[src/rtl/lcd_sched_pkg.sv]
// Shared definitions for the LCD update scheduler.
//   state_t      : scheduler FSM states
//   grant_t      : arbitration result (CRC slot, cfg slot, periodic refresh)
//   LCD_CRC_RST  : reset value of the CRC shadow register
//   LCD_OP_RST   : reset value of the display-option shadow register
//   cnt_w()      : counter width for a terminal count of n (minimum 1 bit)
package lcd_sched_pkg;

    typedef enum logic [1:0] {
        IDLE,
        ISSUE,
        WAIT_DONE,
        HOLDOFF
    } state_t;

    typedef enum logic [1:0] {
        GNT_CRC,
        GNT_CFG,
        GNT_REF
    } grant_t;

    localparam logic [31:0] LCD_CRC_RST = 32'hFFFF_FFFF;
    localparam logic [1:0]  LCD_OP_RST  = 2'b00;

    function automatic int unsigned cnt_w(input int unsigned n);
        return (n > 1) ? $clog2(n) : 1;
    endfunction

endpackage

[src/rtl/lcd_sched_rr2.sv]
// Two-way round-robin arbiter with a lower-priority refresh request.
//   clock, reset : system clock, synchronous active-high reset
//   req_crc      : CRC slot pending
//   req_cfg      : cfg slot pending
//   req_ref      : periodic refresh pending (served only when neither slot pends)
//   take         : the current grant is consumed this cycle
//   gnt_valid    : some request is being granted
//   gnt          : which request wins
// On a CRC/cfg tie the requester that did not win last time is chosen.
// last_grant resets to GNT_CFG so the first tie goes to CRC; refresh grants
// leave it untouched.
module lcd_sched_rr2 import lcd_sched_pkg::*; (
    input  logic   clock,
    input  logic   reset,
    input  logic   req_crc,
    input  logic   req_cfg,
    input  logic   req_ref,
    input  logic   take,
    output logic   gnt_valid,
    output grant_t gnt
);

    grant_t last_grant;

    always_comb begin
        gnt_valid = 1'b1;
        gnt       = GNT_REF;
        if (req_crc && req_cfg) begin
            gnt = (last_grant == GNT_CRC) ? GNT_CFG : GNT_CRC;
        end else if (req_crc) begin
            gnt = GNT_CRC;
        end else if (req_cfg) begin
            gnt = GNT_CFG;
        end else if (req_ref) begin
            gnt = GNT_REF;
        end else begin
            gnt_valid = 1'b0;
        end
    end

    always_ff @(posedge clock) begin
        if (reset) begin
            last_grant <= GNT_CFG;
        end else if (take && gnt_valid && (gnt != GNT_REF)) begin
            last_grant <= gnt;
        end
    end

endmodule

[src/rtl/lcd_update_scheduler.sv]
// Shares the LCD driver between the CRC engine and the user-config path.
// Requests are latched into slots, arbitrated round-robin, copied into stable
// shadow registers driving the lcd inputs, and launched with a 1-cycle start.
// The scheduler then waits for lcd_done (bounded by TIMEOUT_CYCLES), enforces
// a GAP_CYCLES hold-off, and re-issues the current content after
// REFRESH_CYCLES idle cycles (0 disables refresh).
//   clock, reset          : system clock, synchronous active-high reset
//   crc_valid/value/status: CRC result pulse and payload
//   cfg_valid/cfg_op      : display option pulse and payload
//   err_clr               : clears timeout_err
//   lcd_done              : driver finished (honoured only in WAIT_DONE)
//   lcd_start             : 1-cycle launch pulse to the driver
//   lcd_usr_op/crc/status : shadow registers feeding the driver
//   crc_ack/cfg_ack       : 1-cycle pulse when a slot is handed over
//   sched_busy            : FSM not in IDLE
//   timeout_err           : sticky driver-timeout flag
module lcd_update_scheduler #(
    parameter int unsigned TIMEOUT_CYCLES = 1_000_000,
    parameter int unsigned REFRESH_CYCLES = 50_000_000,
    parameter int unsigned GAP_CYCLES     = 16
) (
    input  logic        clock,
    input  logic        reset,
    input  logic        crc_valid,
    input  logic [31:0] crc_value,
    input  logic        crc_status,
    input  logic        cfg_valid,
    input  logic [1:0]  cfg_op,
    input  logic        err_clr,
    input  logic        lcd_done,
    output logic        lcd_start,
    output logic [1:0]  lcd_usr_op,
    output logic [31:0] lcd_crc,
    output logic        lcd_crc_status,
    output logic        crc_ack,
    output logic        cfg_ack,
    output logic        sched_busy,
    output logic        timeout_err
);

    import lcd_sched_pkg::*;

    localparam int unsigned TO_W  = cnt_w(TIMEOUT_CYCLES);
    localparam int unsigned REF_W = cnt_w(REFRESH_CYCLES);
    localparam int unsigned GAP_W = cnt_w(GAP_CYCLES);

    localparam logic [TO_W-1:0]  TO_LAST  = TO_W'(TIMEOUT_CYCLES - 1);
    localparam logic [REF_W-1:0] REF_LAST = REF_W'(REFRESH_CYCLES - 1);
    localparam logic [GAP_W-1:0] GAP_LAST = GAP_W'(GAP_CYCLES - 1);
    localparam bit               REF_EN   = (REFRESH_CYCLES != 0);

    state_t            state;
    logic [31:0]       crc_slot_val;
    logic              crc_slot_st;
    logic              crc_pend;
    logic [1:0]        cfg_slot_op;
    logic              cfg_pend;
    logic              refresh_pend;
    logic [TO_W-1:0]   wait_cnt;
    logic [REF_W-1:0]  ref_cnt;
    logic [GAP_W-1:0]  gap_cnt;

    logic              gnt_valid;
    grant_t            gnt;
    logic              take;
    logic              take_crc;
    logic              take_cfg;

    assign take     = (state == IDLE) && gnt_valid;
    assign take_crc = take && (gnt == GNT_CRC);
    assign take_cfg = take && (gnt == GNT_CFG);

    assign sched_busy = (state != IDLE);

    lcd_sched_rr2 u_rr2 (
        .clock     (clock),
        .reset     (reset),
        .req_crc   (crc_pend),
        .req_cfg   (cfg_pend),
        .req_ref   (refresh_pend),
        .take      (take),
        .gnt_valid (gnt_valid),
        .gnt       (gnt)
    );

    always_ff @(posedge clock) begin
        if (reset) begin
            state          <= IDLE;
            lcd_start      <= 1'b0;
            lcd_usr_op     <= LCD_OP_RST;
            lcd_crc        <= LCD_CRC_RST;
            lcd_crc_status <= 1'b0;
            crc_ack        <= 1'b0;
            cfg_ack        <= 1'b0;
            timeout_err    <= 1'b0;
            crc_slot_val   <= LCD_CRC_RST;
            crc_slot_st    <= 1'b0;
            crc_pend       <= 1'b0;
            cfg_slot_op    <= LCD_OP_RST;
            cfg_pend       <= 1'b0;
            refresh_pend   <= 1'b0;
            wait_cnt       <= '0;
            ref_cnt        <= '0;
            gap_cnt        <= '0;
        end else begin
            lcd_start <= 1'b0;
            crc_ack   <= 1'b0;
            cfg_ack   <= 1'b0;

            // Capture in any state; a pulse arriving on the grant edge keeps
            // its pend set so the fresh data is issued next round.
            if (crc_valid) begin
                crc_slot_val <= crc_value;
                crc_slot_st  <= crc_status;
            end
            if (cfg_valid) begin
                cfg_slot_op <= cfg_op;
            end
            crc_pend <= crc_valid | (crc_pend & ~take_crc);
            cfg_pend <= cfg_valid | (cfg_pend & ~take_cfg);

            // A timeout set later in this block overrides a same-cycle clear.
            if (err_clr) begin
                timeout_err <= 1'b0;
            end

            case (state)
                IDLE: begin
                    if (take) begin
                        refresh_pend <= 1'b0;
                        case (gnt)
                            GNT_CRC: begin
                                lcd_crc        <= crc_slot_val;
                                lcd_crc_status <= crc_slot_st;
                                crc_ack        <= 1'b1;
                            end
                            GNT_CFG: begin
                                lcd_usr_op <= cfg_slot_op;
                                cfg_ack    <= 1'b1;
                            end
                            default: ;
                        endcase
                        state <= ISSUE;
                    end else if (REF_EN) begin
                        if (ref_cnt == REF_LAST) begin
                            refresh_pend <= 1'b1;
                        end else begin
                            ref_cnt <= ref_cnt + 1'b1;
                        end
                    end
                end

                ISSUE: begin
                    lcd_start <= 1'b1;
                    wait_cnt  <= '0;
                    state     <= WAIT_DONE;
                end

                WAIT_DONE: begin
                    if (lcd_done) begin
                        gap_cnt <= '0;
                        ref_cnt <= '0;
                        state   <= HOLDOFF;
                    end else if (wait_cnt == TO_LAST) begin
                        timeout_err <= 1'b1;
                        gap_cnt     <= '0;
                        ref_cnt     <= '0;
                        state       <= HOLDOFF;
                    end else begin
                        wait_cnt <= wait_cnt + 1'b1;
                    end
                end

                HOLDOFF: begin
                    if (gap_cnt == GAP_LAST) begin
                        state <= IDLE;
                    end else begin
                        gap_cnt <= gap_cnt + 1'b1;
                    end
                end

                default: state <= IDLE;
            endcase
        end
    end

endmodule

[config.mk]
export PLATFORM = sky130hd
export DESIGN_NAME = lcd_update_scheduler
export DESIGN_NICKNAME = d
export VERILOG_FILES = /design/src/rtl/lcd_sched_pkg.sv /design/src/rtl/lcd_sched_rr2.sv /design/src/rtl/lcd_update_scheduler.sv
export SDC_FILE = /design/constraint.sdc
export NUM_CORES = 1
export LEC_CHECK = 0
export ABC_AREA = 1
export CAP_MARGIN = 20
export CORE_UTILIZATION = 55
export CTS_BUF_LIST = sky130_fd_sc_hd__clkbuf_16
export DETAILED_ROUTE_END_ITERATION = 6
export GPL_TIMING_DRIVEN = 1
export PLACE_DENSITY = 0.84
export SLEW_MARGIN = 20
export SYNTH_ARGS = -nofsm -noshare
export SYNTH_HDL_FRONTEND = slang
export SYNTH_HIERARCHICAL = 1
export SYNTH_SLANG_ARGS = --single-unit
[constraint.sdc]
create_clock -name clock -period 5.4 [get_ports clock]
set_clock_uncertainty 0.15 [all_clocks]
set_input_delay 1.35 -clock clock [delete_from_list [all_inputs] [get_ports clock]]
set_output_delay 1.35 -clock clock [all_outputs]
set_load 0.01 [all_outputs]
Word-level counts from Yosys, hierarchy flattened. Index checks and enable logic that the tools add are counted.

Add/sub/neg operators: 3. Equality and inequality tests: 16. Multiplexer cells: 34. Bitwise gates (word level): 8. Reductions and logical operators: 22.

Operator list (number): 26-bit two-way mux (4); 26-bit one-hot mux with 2 select lines (1); 20-bit two-way mux (2); 20-bit one-hot mux with 2 select lines (1); 26-bit by 1-bit adder with 26-bit output (second input constant) (1); 26-bit == test (second input constant) (1); 20-bit by 1-bit adder with 20-bit output (second input constant) (1); 20-bit == test (second input constant) (1); 2-bit != test (second input constant) (8); 3-bit AND reduction (5); 1-bit two-way mux (14); 2-bit two-way mux (7); 4-bit two-way mux (3); 2-bit nonzero test (5); 2-bit one-hot mux with 4 select lines (1); 4-bit one-hot mux with 2 select lines (1); 1-bit logical AND (6); 2-bit logical NOT (3); 4-bit by 1-bit adder with 4-bit output (second input constant) (1); 2-bit by 1-bit == test with 1-bit output (second input constant) (2); 2-bit == test (second input constant) (2); 4-bit == test (second input constant) (1); 1-bit inverter (4); 4-bit AND reduction (1); 5 further kinds (7).

Register bits after elaboration: 131. Bits of input ports: 41. Output and inout port bits: 40. Word-level logic and storage cells: 101.

Longest topological paths before layout.
Word-level depth: 9. Gate-level depth with buffers: 13. Gate-level depth less buffers: 13.

Hierarchy. The synthesis kept the hierarchy.

By module, submodules not included: lcd_update_scheduler (instances 1, cells each 911, area an instance 6042.0 µm², seq. area each 2582.5 µm²); lcd_sched_rr2 (instances 1, cells each 14, area an instance 96.3 µm², seq. area each 40.0 µm²).

Worst setup path before layout. OpenSTA, ideal clock, no wires.

Kind: in2reg. From: in reset. To: reg gap_cnt[0]. Arrival time: 2.315 ns. Path slack: 2.871 ns. Stages on the path: 6. Path buffers: 3. Cells stage by stage: clkbuf_1 inv_1 clkbuf_1 buf_1 o21ai_0 nor2_1.

RTL lines: from (decl) (line lcd_update_scheduler.sv:23) `input logic reset,`; to (signal assigned) (line lcd_update_scheduler.sv:178) `gap_cnt <= gap_cnt + 1'b1;`; to (decl) (line lcd_update_scheduler.sv:61) `logic [GAP_W-1:0] gap_cnt;`.

Worst setup path in the final report.
From: reg state[0]. To: reg wait_cnt[4].

Cells in the longest elaborated chain, start to end: 3. Elaborated cells on any way between the ends: 7.

Ends and longest elaborated chain: from (decl) (line lcd_update_scheduler.sv:52) `state_t state;`; from (signal assigned) (line lcd_update_scheduler.sv:88) `state <= IDLE;`; from (signal assigned) (line lcd_update_scheduler.sv:143) `state <= ISSUE;`; from (signal assigned) (line lcd_update_scheduler.sv:156) `state <= WAIT_DONE;`; 2-bit == test / 2-bit by 1-bit == test with 1-bit output (equally long branches) (line lcd_update_scheduler.sv:127) `case (state)`; 2-bit != test (no line) / 2-bit nonzero test (equally long branches); 3-bit AND reduction (no line); to (signal assigned) (line lcd_update_scheduler.sv:170) `wait_cnt <= wait_cnt + 1'b1;`; to (decl) (line lcd_update_scheduler.sv:59) `logic [TO_W-1:0] wait_cnt;`.

Parallel ways exist; a longest one is shown, timed or not. A chain may end at the register's enable or synchronous reset.

==> summary by stage <==
Outcome
The flow ran to the end, and the final reports show no timing, DRC or antenna violations.

STA
Setup violations remaining at the end of the flow were counted as 0. The tightest hold path in the finished design has a slack of between 300 and 400 ps. The share of the clock period used by the worst path after layout is 63.91%. At the pin with the least slew margin, the transition time is 990.1 ps. The final-report hold violation count is 0. Derived from the worst setup path, the maximum achievable clock frequency is around 290 MHz. In this run the tightest slew margin relative to its limit is 33.59%. Setup repair after global routing left no endpoint under its margin. The setup TNS is 0 ps. The max-slew violation total from the final report is 0. The final critical-path required period is ~3500 ps.

Die
The core box area is between 10,000 and 15,000 sq um. The initial core utilization is 56.63%. Measured along the x axis, the die boundary spans 107.6 um. The floorplan has 38 rows. From bottom edge to top edge, the die measures around 110 um. During I/O placement, the number of pins put on the boundary was 81.

The die covers approximately 12,000 sq um.

Clock tree
The later pin in the worst-skew pair is clocked with a latency of ~420 ps. TritonCTS created 17 clock buffers. In this run, post-CTS repair resized a total of 0 instances. The deepest level of the CTS H-tree is 4.

The clock slew at the register clock pins of the worst setup and hold paths is ~60 ps. The count of hold-fix buffers inserted at cts is 0. Once the clock tree was built, the setup fixing pass inserted 0 buffers. The cell sitting at the root of the clock tree is a sky130_fd_sc_hd__clkbuf_16.

Counting every sink on the clock net gives 131. Counting along the longest clock path gives a buffer depth of 2. TritonCTS built the clock tree.

Job
The max capacitance violation total is 0.

Finish
The number of standard cells in the final layout excluding fillers is around 1,100. The final layout contains 1,040 nets. From synthesis to final layout, the design area changed by 24.54%. The share of post-route cells with drive strength above 1 is 5.484%. Counting the fill cells in the layout gives ~860.

The antenna cell count is 0. Summing all flip-flop and latch instances after layout gives around 2600 sq um. Summing all multi-input logic gate instances after layout gives about 3000 sq um.

Placed design
Detailed placement ended at an HPWL of approximately 9300 um. The total placed cells including tap cells is ~1,100. The final estimated routing congestion in global placement is between 0.9 and 1. The number of I/O port buffers is 80.

Setup path
Grouping stages by cell kind, the critical path spends the most delay in simple AND/OR/NAND/NOR gates. By instance count, the cell type seen most on the critical path is sky130_fd_sc_hd__nor2_1. The critical path launch point type is a flop.

The logic depth of the worst register-to-register path is 9. In this run the worst path has a maximum fanout of 23. The worst endpoint required time is 5560 ps. The critical path arrival is 3610 ps. The standard cell with the maximum stage delay on the critical path is sky130_fd_sc_hd__ha_1. The launch point of the critical path is state[0]. The setup path with the least slack is of type flop to flop. The reg-to-reg setup timing slack is around 1900 ps. The buffer and inverter count on the worst path is 3. In this design, the stage delay of the slowest critical-path cell is 810 ps. The startpoint identified for the worst register-to-register timing path is state[0]. The reg-to-reg critical path endpoint is wait_cnt[4]. The endpoint type of the worst setup path is a flop. The signal on the critical path passes through inv_1 > ha_1 > inv_2 > nor2_1 > nand2_4 > nand2_2 > clkinv_1 > o21ai_0 > nor2_1.

The number of stages on the worst setup path is 9. The endpoint of the most critical setup path is wait_cnt[4].

Detailed routing
The number of DRC markers after the initial detailed-route iteration is between 400 and 500. In the routed layout, each cell is associated on average with a via count of between 5 and 6. Wires add up to ~14,000 um. In the routed design, unresolved DRC markers number 0. Across all layers, the routed design uses a little under 6,000 vias.

The remaining number of nets flagged by the antenna check after routing is 0. The detail-routed net length per standard cell is 12.60 um. The first-pass detailed-route iteration total is 7.

Hold path
The min-delay analysis places its worst path in the category flop to flop.

Logic synthesis
The cell count after synthesis came out at 925. The fraction of synthesis flops using an asynchronous set or reset pin is 0%. After synthesis the netlist holds a flip-flop and latch count of approximately 130. During synthesis, Yosys emitted a total of 6 warnings. The number of enable-type register cells in the synthesized netlist is 0.

Of the post-synthesis cell area, the dominant cell type holds a little over two fifths. Synthesis produced a netlist with a net count of 974. After synthesis, the cell types taking the most area are sky130_fd_sc_hd__dfxtp_1 (43%), sky130_fd_sc_hd__nand2_1 (19%), sky130_fd_sc_hd__nand3_1 (8.0%), sky130_fd_sc_hd__nor2_1 (7.4%), sky130_fd_sc_hd__inv_1 (4.5%). The register area share after synthesis is 42.72%.

The number of distinct library cell variants in the gate-level netlist after synthesis is 32. The mapped netlist covers between 6000 and 7000 sq um. Averaged over all synthesized cells, the footprint is between 6 and 7 sq um. The commonest cells after synthesis are sky130_fd_sc_hd__nand2_1 (318), sky130_fd_sc_hd__dfxtp_1 (131), sky130_fd_sc_hd__nor2_1 (121). In the synthesized netlist the dominant register cell turns out to be sky130_fd_sc_hd__dfxtp_1. The largest total area in the synthesized netlist belongs to sky130_fd_sc_hd__dfxtp_1. The most common cell in the synthesized netlist is sky130_fd_sc_hd__nand2_1.

Power
The design draws 3.158 mW. Power spread over the standard cell area amounts to around 410 nW/um^2. VDD sags by at most 299.4 uV. The static leakage power is 3.299 nW.

Global routing
The number of antenna violations at the first check in global routing is 0. Global routing used between 20% and 30% of the available tracks. The first global-routing pass estimated 24,720 um of wire.

The number of global-route vias before repair is 5,584. The total congestion overflow after global routing is 0. Entering global routing, the biggest net connects between 70 and 80 pins.
stage by stage:
step / cell area [sq um] / utilization, % / setup WS [ps]
finish: 7645 / 70.52 / 1949
global route: 7645 / 70.52 / 1619
CTS: 7645 / 70.52 / 1891
detailed placement: 6984 / 64.43 / 1796
global placement: 6984 / 64.43 / 1796
floorplan: 6138 / - / 2871
flip-flops by register name, indices dropped and copies added, names as in the netlist, 2 cells and up:
| name | flops |
|---|---|
| cfg_slot_op | 2 |
| crc_slot_val | 32 |
| gap_cnt | 4 |
| lcd_crc | 32 |
| lcd_usr_op | 2 |
| ref_cnt | 26 |
| state | 2 |
| u_rr2/last_grant | 2 |
| wait_cnt | 20 |
worst min path at each step:
stage                         from                  end  cells after the start
2_1_floorplan  u_rr2/last_grant[1]  u_rr2/last_grant[1]                      2
3_3_place_gp   u_rr2/last_grant[1]  u_rr2/last_grant[1]                      2
3_5_place_dp   u_rr2/last_grant[1]  u_rr2/last_grant[1]                      2
4_1_cts        u_rr2/last_grant[1]  u_rr2/last_grant[1]                      2
5_1_grt                lcd_crc[29]          lcd_crc[29]                      2
6_report       u_rr2/last_grant[1]  u_rr2/last_grant[1]                      2
logic make-up (layout without fill, tap and decap cells):
| logic type | after synthesis | count (layout) | synth area share, % |
|---|---|---|---|
| AO/OA/AOI/OAI | 78 | 78 | 6.604 |
| XOR/XNOR | 13 | 13 | 1.855 |
| flip-flops | 131 | 131 | 42.72 |
| buffers and inverters | 119 | 197 | 7.929 |
| adder cells (fa/ha/maj) | 8 | 8 | 1.631 |
| AND/OR/NAND/NOR | 576 | 576 | 39.26 |
worst min-delay path, cell delays in order, from the launching register on:
cell	delay (ps)
sky130_fd_sc_hd__dfxtp_1	320
sky130_fd_sc_hd__nand2_1	70
sky130_fd_sc_hd__nor2_1	30
cell type report:
class | instances | area share (%)
Multi-Input combinational cell | 675 | 39.71
Inverter | 82 | 4.026
Sequential cell | 131 | 34.30
Timing Repair Buffer | 84 | 11.03
Clock buffer | 17 | 5.565
Clock inverter | 14 | 3.077
Tap cell | 140 | 2.291
metal layers:
metal / part of all wire [%] / GRT usage (%) / vias up
met1: 43 / 31.35 / 2657
met5: 0 / 0 / -
li1: - / - / 3040
met4: 1.6 / 9.589 / 0
met2: 48 / 46.43 / 188
met3: 7.0 / 8.172 / 22
cell usage in the layout, fill, tap and decap left out:
cell type                         instances
sky130_fd_sc_hd__clkinv_4                 4
sky130_fd_sc_hd__clkinv_1                 6
sky130_fd_sc_hd__dfxtp_1                131
sky130_fd_sc_hd__xor2_1                  11
sky130_fd_sc_hd__nand2_2                  3
sky130_fd_sc_hd__bufinv_16                6
sky130_fd_sc_hd__nand3_2                  2
sky130_fd_sc_hd__nor2_1                 121
sky130_fd_sc_hd__buf_12                   1
sky130_fd_sc_hd__ha_1                     8
sky130_fd_sc_hd__nand2_1                318
sky130_fd_sc_hd__nand3b_1                 2
sky130_fd_sc_hd__buf_4                    3
sky130_fd_sc_hd__and2_1                   1
sky130_fd_sc_hd__nor2_8                   1
sky130_fd_sc_hd__nand3_1                 98
sky130_fd_sc_hd__nor2_2                   4
sky130_fd_sc_hd__inv_6                    1
sky130_fd_sc_hd__or2_2                    2
sky130_fd_sc_hd__inv_1                   73
sky130_fd_sc_hd__nor3_1                  10
sky130_fd_sc_hd__inv_2                    6
sky130_fd_sc_hd__a21oi_2                  1
sky130_fd_sc_hd__a21oi_1                 47
sky130_fd_sc_hd__clkbuf_16               17
sky130_fd_sc_hd__o21ai_1                  1
sky130_fd_sc_hd__xnor2_1                  2
sky130_fd_sc_hd__o21ai_2                  1
sky130_fd_sc_hd__nand2_4                  2
sky130_fd_sc_hd__clkdlybuf4s50_1         80
sky130_fd_sc_hd__nand4_1                  9
sky130_fd_sc_hd__nor3_4                   1
sky130_fd_sc_hd__o21ai_0                 25
sky130_fd_sc_hd__o21bai_1                 3
sky130_fd_sc_hd__nor3b_1                  2
where the power goes:
part | switching (mW) | total [mW] | leakage (nW) | internal, mW
combinational | 0.463 | 0.735 | 1.90 | 0.272
sequential | 0.0625 | 1.13 | 1.07 | 1.06
clock | 0.435 | 1.30 | 0.324 | 0.862
Note: power is estimated with default switching activity, not from simulation.
